`src/rtl/seq_divider_restoring.sv`:
```
`default_nettype none
// ============================================================================
// Module      : seq_divider_restoring
// Description : Iterative unsigned restoring divider, one quotient bit per
//               clock, with a start/busy/done handshake.
// Revision    : 1.0 - initial release
// ============================================================================
module seq_divider_restoring #(
    parameter int WIDTH = 4
) (
    input  logic             clk,
    input  logic             rst,
    input  logic             start,
    input  logic [WIDTH-1:0] dividend,
    input  logic [WIDTH-1:0] divisor,
    output logic             busy,
    output logic             done,
    output logic [WIDTH-1:0] quotient,
    output logic [WIDTH-1:0] remainder,
    output logic             div_by_zero
);

    localparam int                 c_CNT_W = (WIDTH > 2) ? $clog2(WIDTH) : 1;
    localparam logic [c_CNT_W-1:0] c_LAST  = c_CNT_W'(WIDTH - 1);

    typedef enum logic [0:0] {
        ST_IDLE = 1'b0,
        ST_RUN  = 1'b1
    } state_t;

    state_t             r_state;
    state_t             w_state_next;

    logic [WIDTH-1:0]   r_q;
    logic [WIDTH-1:0]   r_div;
    logic [WIDTH-1:0]   r_rem;
    logic [c_CNT_W-1:0] r_cnt;

    logic [WIDTH:0]     w_shift;
    logic [WIDTH:0]     w_diff;
    logic               w_fits;
    logic               w_last;
    logic               w_div_zero;
    logic [WIDTH-1:0]   w_rem_next;
    logic [WIDTH-1:0]   w_q_next;

    // The restored partial remainder is always below the divisor, so its
    // extra (WIDTH+1-th) bit is identically zero and is not stored.
    assign w_shift    = {r_rem, r_q[WIDTH-1]};
    assign w_diff     = w_shift - {1'b0, r_div};
    assign w_fits     = ~w_diff[WIDTH];
    assign w_rem_next = w_fits ? w_diff[WIDTH-1:0] : w_shift[WIDTH-1:0];
    assign w_q_next   = {r_q[WIDTH-2:0], w_fits};
    assign w_last     = (r_cnt == c_LAST);
    assign w_div_zero = (divisor == '0);

    assign busy = (r_state == ST_RUN);

    always_ff @(posedge clk) begin
        if (rst) begin
            r_state <= ST_IDLE;
        end else begin
            r_state <= w_state_next;
        end
    end

    always_comb begin
        w_state_next = r_state;
        case (r_state)
            ST_IDLE: begin
                if (start && !w_div_zero) begin
                    w_state_next = ST_RUN;
                end
            end
            ST_RUN: begin
                if (w_last) begin
                    w_state_next = ST_IDLE;
                end
            end
            default: w_state_next = ST_IDLE;
        endcase
    end

    always_ff @(posedge clk) begin
        if (rst) begin
            r_q         <= '0;
            r_div       <= '0;
            r_rem       <= '0;
            r_cnt       <= '0;
            done        <= 1'b0;
            quotient    <= '0;
            remainder   <= '0;
            div_by_zero <= 1'b0;
        end else begin
            done <= 1'b0;
            case (r_state)
                ST_IDLE: begin
                    if (start) begin
                        if (w_div_zero) begin
                            // Division by zero resolves immediately without iterating
                            quotient    <= '1;
                            remainder   <= dividend;
                            div_by_zero <= 1'b1;
                            done        <= 1'b1;
                        end else begin
                            r_q   <= dividend;
                            r_div <= divisor;
                            r_rem <= '0;
                            r_cnt <= '0;
                        end
                    end
                end
                ST_RUN: begin
                    r_q   <= w_q_next;
                    r_rem <= w_rem_next;
                    r_cnt <= r_cnt + c_CNT_W'(1);
                    if (w_last) begin
                        quotient    <= w_q_next;
                        remainder   <= w_rem_next;
                        div_by_zero <= 1'b0;
                        done        <= 1'b1;
                    end
                end
                default: ;
            endcase
        end
    end

endmodule
`default_nettype wire

```
`config.mk`:
```
export PLATFORM = sky130hd
export DESIGN_NAME = seq_divider_restoring
export DESIGN_NICKNAME = d
export VERILOG_FILES = /design/src/rtl/seq_divider_restoring.sv
export SDC_FILE = /design/constraint.sdc
export NUM_CORES = 1
export LEC_CHECK = 0
export CAP_MARGIN = 30
export CELL_PAD_IN_SITES_DETAIL_PLACEMENT = 0
export CELL_PAD_IN_SITES_GLOBAL_PLACEMENT = 1
export CORE_MARGIN = 5
export CORE_UTILIZATION = 24
export CTS_CLUSTER_SIZE = 24
export DETAILED_ROUTE_END_ITERATION = 12
export MAX_ROUTING_LAYER = met4
export PLACE_DENSITY_LB_ADDON = 0.05
export SLEW_MARGIN = 15
export SYNTH_ARGS = -nofsm -noshare
export SYNTH_HDL_FRONTEND = slang
export SYNTH_SLANG_ARGS = --single-unit
```
`constraint.sdc`:
```
create_clock -name clk -period 3.04 [get_ports clk]
set_input_delay 0.456 -clock clk [delete_from_list [all_inputs] [get_ports clk]]
set_output_delay 0.456 -clock clk [all_outputs]
set_load 0.005 [all_outputs]
```
==> results.sh, run 1 <==
export IMPL_status="finished clean"
export IMPL_cts_setup_buffers=0
export IMPL_ant_nets=0
export IMPL_syn2layout_area_growth_pct=24.7
export IMPL_cp_data_required_time_ns=3.23
export IMPL_viasPerCell=4.39
export IMPL_grt_setup_unrepaired="false"
export IMPL_fmax_ghz=0.392
export IMPL_grt_max_degree=26
export IMPL_antenna_found_initial=0
export IMPL_final_cells=222
export IMPL_ys_top_cells_by_area="dfxtp_1 42%, nor2_1 6.6%, a21oi_1 5.8%, ha_1 5.2%, nand2_1 5.0%"
export IMPL_rows=25
export IMPL_cts_tree="yes"
export IMPL_worstSetupStartpointType="flop"
export IMPL_cts_sinks=25
export IMPL_p_per_area_nw_per_um2=459
export IMPL_crit_fanout=7
export IMPL_routedWlPerCell_um=13.4
export IMPL_clk_latency_ns=0.27
export IMPL_finalPower_mw=0.687
export IMPL_dpl_worst_slack_ns=0.480
export IMPL_ff2ff_path_depth=8
export IMPL_yosysSeqAreaShare_pct=41.7
export IMPL_cts_root_buf="clkbuf_8"
export IMPL_grt_met1_usage_pct=14.0
export IMPL_crit_type="reg -> reg"
export IMPL_slew_viol_final=0
export IMPL_synth_cells=136
export IMPL_track_usage_pct=10.3
export IMPL_cp_end_kind="flop"
export IMPL_slew_headroom_pct=45.7
export IMPL_setup_viol=0
export IMPL_post_route_min_period_ns=2.55
export IMPL_drv_cap=0
export IMPL_yosysMostFrequentCell="dfxtp_1"
export IMPL_grt_pass1_vias=951
export IMPL_worst_hold_slack_ns=0.461
export IMPL_async_reset_ff_share_pct=0
export IMPL_port_buffer_count=21
export IMPL_place_hpwl_um=2140
export IMPL_routed_wl_um=2980
export IMPL_cts_htree_levels=1
export IMPL_finalCritPeriodShare_pct=84.0
export IMPL_worst_ir_drop_vdd_mv=0.224
export IMPL_grt_use_met3_pct=2.80
export IMPL_cts_resized=0
export IMPL_fin_setup_tns_ns=0
export IMPL_syn_num_nets=153
export IMPL_cts_max_path_buffers=2
export IMPL_grt_pass1_wl_um=5000
export IMPL_clkSlewWorstSetupHoldPaths_ns=0.09
export IMPL_numCtsBuffers=3
export IMPL_worst_slew_pin_slew_ns=0.813
export IMPL_yosys_area_top_type_share_pct=41.7
export IMPL_core_area_um2=4790
export IMPL_fin_skew_ns=0.00150
export IMPL_synth_edf_count=0
export IMPL_p_leak_nw=0.532
export IMPL_synth_commonest_cells="25 x dfxtp_1, 21 x nor2_1, 16 x nand2_1"
export IMPL_die_y_um=80.7
export IMPL_fillers=527
export IMPL_vias=974
export IMPL_synth_warnings=0
export IMPL_finalHoldViolCount=0
export IMPL_synth_avg_cell_area_um2=8.82
export IMPL_die_w_um=80.7
export IMPL_die_area_um2=6510
export IMPL_final_util_pct=31.3
export IMPL_drt_initial_drc_count=30
export IMPL_dr_pass1_iters=4
export IMPL_hold_depth=2
export IMPL_use_met2_pct=15.7
export IMPL_initial_core_util_pct=25.1
export IMPL_place_area_um2=1450
export IMPL_ys_types=37
export IMPL_drc_errors=0
export IMPL_layout_nets=173
export IMPL_yosys_area_top_type="dfxtp_1"
export IMPL_synth_seq_cells=25
export IMPL_fin_area_um2=1500
export IMPL_antenna_cells=0
export IMPL_fin_ws_ns=0.487
export IMPL_drive_gt1_share_pct=9.68
export IMPL_hold_class="reg -> reg"
export IMPL_synthFlopType="dfxtp_1"
export IMPL_arrival_ns=2.74
export IMPL_dp_cells=218
export IMPL_gp_congestion=0.681
export IMPL_pin_count=22
export IMPL_hold_buffers=0
export IMPL_synth_area_um2=1200
export IMPL_gr_total_overflow=0
export IMPL_top_usage_layer="met2"
-- layout make-up --
cell class	count	area, um2	share of cell area, %
Tap cell	67	83.8	5.60
Clock buffer	3	41.3	2.76
Inverter	5	18.8	1.25
Multi-Input combinational cell	99	627	41.9
Clock inverter	1	7.51	0.502
Timing Repair Buffer	22	218	14.5
Sequential cell	25	500	33.4
-- power by group --
| part | leakage, nW | total, mW | switching [mW] | internal, mW |
|---|---|---|---|---|
| Clock | 0.0217 | 0.205 | 0.112 | 0.0929 |
| Sequential | 0.204 | 0.361 | 0.0177 | 0.344 |
| Combinational | 0.306 | 0.121 | 0.0611 | 0.0595 |
-- cell families (layout without fill, tap and decap cells) --
family | count (synthesis) | count (layout) | synth area share (%)
buf+inv | 12 | 31 | 6.05
mux | 4 | 4 | 3.65
xor+xnor | 1 | 1 | 0.730
flops | 25 | 25 | 41.7
fa+ha+maj | 6 | 6 | 6.88
compound gates | 30 | 30 | 17.7
simple gates | 58 | 58 | 23.3
-- sequential cells by signal, indices dropped and copies added, names as in the netlist --
name / count
r_q: 4
quotient: 4
remainder: 4
done: 1
r_cnt: 2
busy: 1
r_rem: 4
div_by_zero: 1
r_div: 4
-- metal layers --
layer,vias up,wire [um]
li1,502,-
met1,457,1540
met2,13,1320
met3,2,95
met4,0,19
met5,-,0
-- layout by cell type, fill, tap and decap left out, types with 4 or more instances in the layout --
master	Yosys	layout
nand2b_1	8	8
clkdlybuf4s50_1	0	21
nor3_1	4	4
inv_1	5	5
ha_1	5	5
dfxtp_1	25	25
nor2_1	21	21
a21oi_1	14	14
nand2_1	16	16
-- critical path: stages (launching register included) --
cell      delay [ns]
dfxtp_1         0.35
inv_1           0.05
ha_1            0.21
fa_1            0.38
nand2b_1        0.17
a21oi_1         0.16
xor2_1          0.49
mux2_2          0.42
a311oi_1        0.24
-- path summary, 6_finish.rpt --
kind	start	end	slack (ns)
max	r_q[3]	remainder[1]	0.49
min	div_by_zero	div_by_zero	0.46
max reg2reg	r_q[3]	remainder[1]	0.49
min reg2reg	div_by_zero	div_by_zero	0.46
Note: power is estimated with default switching activity, not from simulation.
==> inputs of run 2 (changes only) <==
- clock period: 3.04 -> 2.5 ns (I/O delays scaled with it)
==> run 2 against run 1 <==
  * Utilization is 1.5 points higher
  * Critical path depth is 1 higher
  * Sequential cell count stayed put
  * Critical endpoint unchanged
  * Largest power group unchanged
  * Highest routed layer unchanged
==> results.sh, run 2 (same netlist as run 1, synthesis figures left out) <==
export IMPL_fmax_ghz=0.437
export IMPL_gp_congestion=0.678
export IMPL_grt_pass1_vias=1031
export IMPL_post_route_min_period_ns=2.29
export IMPL_gr_total_overflow=0
export IMPL_worst_ir_drop_vdd_mv=0.211
export IMPL_hold_buffers=0
export IMPL_initial_core_util_pct=25.1
export IMPL_register_area_um2=500
export IMPL_ant_nets=0
export IMPL_multi_input_area_um2=633
export IMPL_hold_class="reg -> reg"
export IMPL_die_w_um=80.7
export IMPL_finalHoldViolCount=0
export IMPL_cts_tree="yes"
export IMPL_slew_viol_final=0
export IMPL_crit_fanout=5
export IMPL_cts_root_buf="clkbuf_8"
export IMPL_cp_data_required_time_ns=2.68
export IMPL_routedWlPerCell_um=12.9
export IMPL_top_usage_layer="met2"
export IMPL_slew_headroom_pct=68.2
export IMPL_final_common_cell="dfxtp_1"
export IMPL_use_met2_pct=16.5
export IMPL_vias=992
export IMPL_cp_end_kind="flop"
export IMPL_drt_initial_drc_count=40
export IMPL_die_area_um2=6510
export IMPL_drc_errors=0
export IMPL_cts_max_path_buffers=2
export IMPL_final_cell_mix="25 x dfxtp_1, 21 x nor2_1, 21 x clkdlybuf4s50_1"
export IMPL_fillers=516
export IMPL_drv_cap=0
export IMPL_layout_nets=182
export IMPL_dr_pass1_iters=4
export IMPL_cts_htree_levels=1
export IMPL_drive_gt1_share_pct=15.9
export IMPL_grt_use_met3_pct=2.35
export IMPL_port_buffer_count=21
export IMPL_antenna_cells=0
export IMPL_grt_max_degree=16
export IMPL_finalCritPeriodShare_pct=91.5
export IMPL_syn2layout_area_growth_pct=30.7
export IMPL_place_hpwl_um=2260
export IMPL_p_leak_nw=0.577
export IMPL_core_area_um2=4790
export IMPL_grt_met1_usage_pct=14.2
export IMPL_crit_type="reg -> reg"
export IMPL_place_area_um2=1490
export IMPL_track_usage_pct=10.7
export IMPL_fin_skew_ns=0.00308
export IMPL_viasPerCell=4.29
export IMPL_routed_wl_um=2980
export IMPL_arrival_ns=2.47
export IMPL_die_y_um=80.7
export IMPL_numCtsBuffers=3
export IMPL_rows=25
export IMPL_antenna_found_initial=0
export IMPL_clk_latency_ns=0.26
export IMPL_pin_count=22
export IMPL_worstSetupStartpointType="flop"
export IMPL_p_per_area_nw_per_um2=558
export IMPL_grt_pass1_wl_um=5180
export IMPL_worst_slew_pin_slew_ns=0.476
export IMPL_cts_sinks=25
export IMPL_fin_area_um2=1570
export IMPL_status="finished clean"
export IMPL_fin_setup_tns_ns=0
export IMPL_worst_hold_slack_ns=0.463
export IMPL_grt_setup_unrepaired="false"
export IMPL_setup_viol=0
export IMPL_clkSlewWorstSetupHoldPaths_ns=0.09
[run 2: path summary, 6_finish.rpt]
check / startpoint / endpoint / slack, ns / cells past startpoint
max: r_q[3] / remainder[1] / 0.21 / 9
min: r_div[2] / r_div[2] / 0.46 / 2
max reg2reg: r_q[3] / remainder[1] / 0.21 / 9
min reg2reg: r_div[2] / r_div[2] / 0.46 / 2
[run 2: timing repair]
action,in CTS,in global routing
setup endpoints to repair,0,3
buffers inserted,0,3
resized for setup,0,2
[run 2: worst max-delay path: stages, from the launching register on]
cell      delay [ns]
dfxtp_1         0.35
inv_1           0.05
ha_1            0.21
fa_2            0.35
nand2b_1        0.17
a21oi_2         0.14
xor2_1          0.19
buf_4           0.17
mux2_2          0.34
a311oi_1        0.23
[run 2: area by class of cell]
cell class / count / share of cell area (%)
clock buffer: 3 / 2.63
clock inverter: 1 / 0.319
inverter: 5 / 1.20
multi-input combinational: 99 / 40.4
sequential: 25 / 31.9
tap: 67 / 5.35
timing repair buffer: 31 / 18.2
[run 2: per-layer routing]
layer,vias to the layer above,wire length (um)
met5,-,0
met4,0,19
met3,2,146
met2,15,1320
met1,455,1500
li1,520,-
[run 2: per-stage QoR]
| stage | instances | util (%) | power (mW) | setup slack (ns) |
|---|---|---|---|---|
| 5_1_grt | 231 | 32.8 | 0.932 | 0.0348 |
| 2_1_floorplan | 136 | - | 0.547 | 0.198 |
| 3_5_place_dp | 224 | 31.2 | 0.620 | 0.142 |
| 6_report | 231 | 32.8 | 0.875 | 0.214 |
| 3_3_place_gp | 224 | 31.2 | 0.619 | 0.176 |
| 4_1_cts | 228 | 32.2 | 0.864 | 0.110 |
[run 2: power by group]
part / internal (mW) / leakage, nW / switching [mW]
sequential: 0.418 / 0.204 / 0.0171
combinational: 0.111 / 0.348 / 0.0901
clock: 0.111 / 0.0255 / 0.128
total: 0.640 / 0.577 / 0.235
==> inputs of run 3 (changes only) <==
- CORE_UTILIZATION: 24 -> 38
==> run 3 against run 2 <==
  * Utilization grew 16 points
  * Total power decreased by 9.7%
  * Clock power decreased by 26%
  * Sequential cell count unchanged
  * Die area shrank 33%
  * Critical path type unchanged
  * Highest routed layer unchanged
==> results.sh, run 3 (same netlist as run 1, synthesis figures left out) <==
export IMPL_antenna_found_initial=0
export IMPL_crit_type="reg -> reg"
export IMPL_worstSetupStartpointType="flop"
export IMPL_cts_htree_levels=1
export IMPL_fin_area_um2=1490
export IMPL_ff2ff_path_depth=9
export IMPL_status="finished clean"
export IMPL_dp_cells=198
export IMPL_post_route_min_period_ns=2.29
export IMPL_slew_viol_final=0
export IMPL_arrival_ns=2.53
export IMPL_p_leak_nw=0.552
export IMPL_die_area_um2=4380
export IMPL_clkSlewWorstSetupHoldPaths_ns=0.13
export IMPL_layout_nets=178
export IMPL_final_cell_mix="24 x dfxtp_1, 21 x nor2_1, 21 x clkdlybuf4s50_1"
export IMPL_rows=20
export IMPL_finalPower_mw=0.790
export IMPL_drc_errors=0
export IMPL_setup_viol=0
export IMPL_dr_pass1_iters=4
export IMPL_clk_latency_ns=0.32
export IMPL_wl_met3_um=129
export IMPL_place_area_um2=1440
export IMPL_port_buffer_count=21
export IMPL_cts_tree="yes"
export IMPL_gp_congestion=0.762
export IMPL_drive_gt1_share_pct=13.1
export IMPL_grt_setup_unrepaired="false"
export IMPL_drt_initial_drc_count=23
export IMPL_hold_depth=2
export IMPL_die_w_um=66.2
export IMPL_fillers=323
export IMPL_routed_wl_um=2580
export IMPL_worst_ir_drop_vdd_mv=0.416
export IMPL_viasPerCell=4.85
export IMPL_final_common_cell="dfxtp_1"
export IMPL_core_area_um2=3050
export IMPL_final_cells=204
export IMPL_fin_skew_ns=0.00404
export IMPL_grt_pass1_vias=899
export IMPL_worst_hold_slack_ns=0.472
export IMPL_pin_count=22
export IMPL_cp_data_required_time_ns=2.75
export IMPL_numCtsBuffers=3
export IMPL_syn2layout_area_growth_pct=23.8
export IMPL_wl_met1_um=1220
export IMPL_slew_headroom_pct=79.6
export IMPL_hold_class="reg -> reg"
export IMPL_fin_setup_tns_ns=0
export IMPL_vias=989
export IMPL_cts_sinks=25
export IMPL_ant_nets=0
export IMPL_wl_met2_um=1210
export IMPL_drv_cap=0
export IMPL_p_per_area_nw_per_um2=532
export IMPL_gr_total_overflow=0
export IMPL_place_hpwl_um=1940
export IMPL_routedWlPerCell_um=12.7
export IMPL_grt_pass1_wl_um=4400
export IMPL_finalHoldViolCount=0
export IMPL_initial_core_util_pct=39.3
export IMPL_worst_slew_pin_slew_ns=0.305
export IMPL_die_y_um=66.2
export IMPL_track_usage_pct=13.4
export IMPL_cts_root_buf="clkbuf_4"
export IMPL_cp_end_kind="flop"
export IMPL_cts_max_path_buffers=2
export IMPL_crit_fanout=5
export IMPL_fmax_ghz=0.438
export IMPL_grt_max_degree=22
export IMPL_antenna_cells=0
export IMPL_finalCritPeriodShare_pct=91.4
export IMPL_highest_layer="met4"
[run 3: cell types whose count changed in the layout (fill, tap and decap cells not counted), sizes merged]
cell | previous run | this run
buf | 10 | 6
[run 3: layout make-up]
cell class | count | area (um2) | share of cell area (%)
multi-input combinational | 99 | 627 | 42.2
clock buffer | 3 | 22.5 | 1.52
inverter | 5 | 18.8 | 1.26
timing repair buffer | 27 | 255 | 17.2
clock inverter | 1 | 5.00 | 0.337
tap | 44 | 55.1 | 3.71
sequential | 25 | 502 | 33.8
[run 3: final timing paths]
path	start	endpoint	slack, ns
worst min-delay path	div_by_zero	div_by_zero	0.47
worst max-delay path	r_q[3]	remainder[2]	0.21
worst min register to register	div_by_zero	div_by_zero	0.47
worst max register to register	r_q[3]	remainder[2]	0.21
[run 3: report_power, final]
group          switching, mW  internal [mW]  leakage [nW]  total [mW]
sequential            0.0161          0.418         0.204       0.435
combinational         0.0823         0.0947         0.330       0.177
clock                  0.118         0.0599        0.0177       0.178
[run 3: metrics by stage]
step | util, % | worst slack (ns)
5_1_grt | 48.6 | 0.0124
6_report | 48.6 | 0.215
4_1_cts | 48.1 | 0.143
3_5_place_dp | 47.2 | 0.190
2_1_floorplan | - | 0.198
3_3_place_gp | 47.2 | 0.240
[run 3: layer usage]
layer / vias to the layer above / track usage (%)
li1: 515 / -
met1: 450 / 17.7
met2: 20 / 20.3
met3: 4 / 3.91
met4: 0 / 3.05
met5: - / -
[run 3: worst max-delay path: stages, from the launching register on]
cell      delay, ns
dfxtp_2        0.36
inv_1          0.04
ha_1           0.21
fa_1           0.38
nand2b_1       0.17
a21oi_1        0.16
xor2_1         0.17
buf_4          0.16
mux2_2         0.36
a311oi_2       0.22
[run 3: repair_timing]
| item | 4_1_cts | 5_1_grt |
|---|---|---|
| hold buffers | 0 | 0 |
| setup buffers | 0 | 2 |
| hold endpoints to repair | 0 | 0 |
| setup endpoints to repair | 0 | 2 |
| gates resized for setup | 0 | 1 |
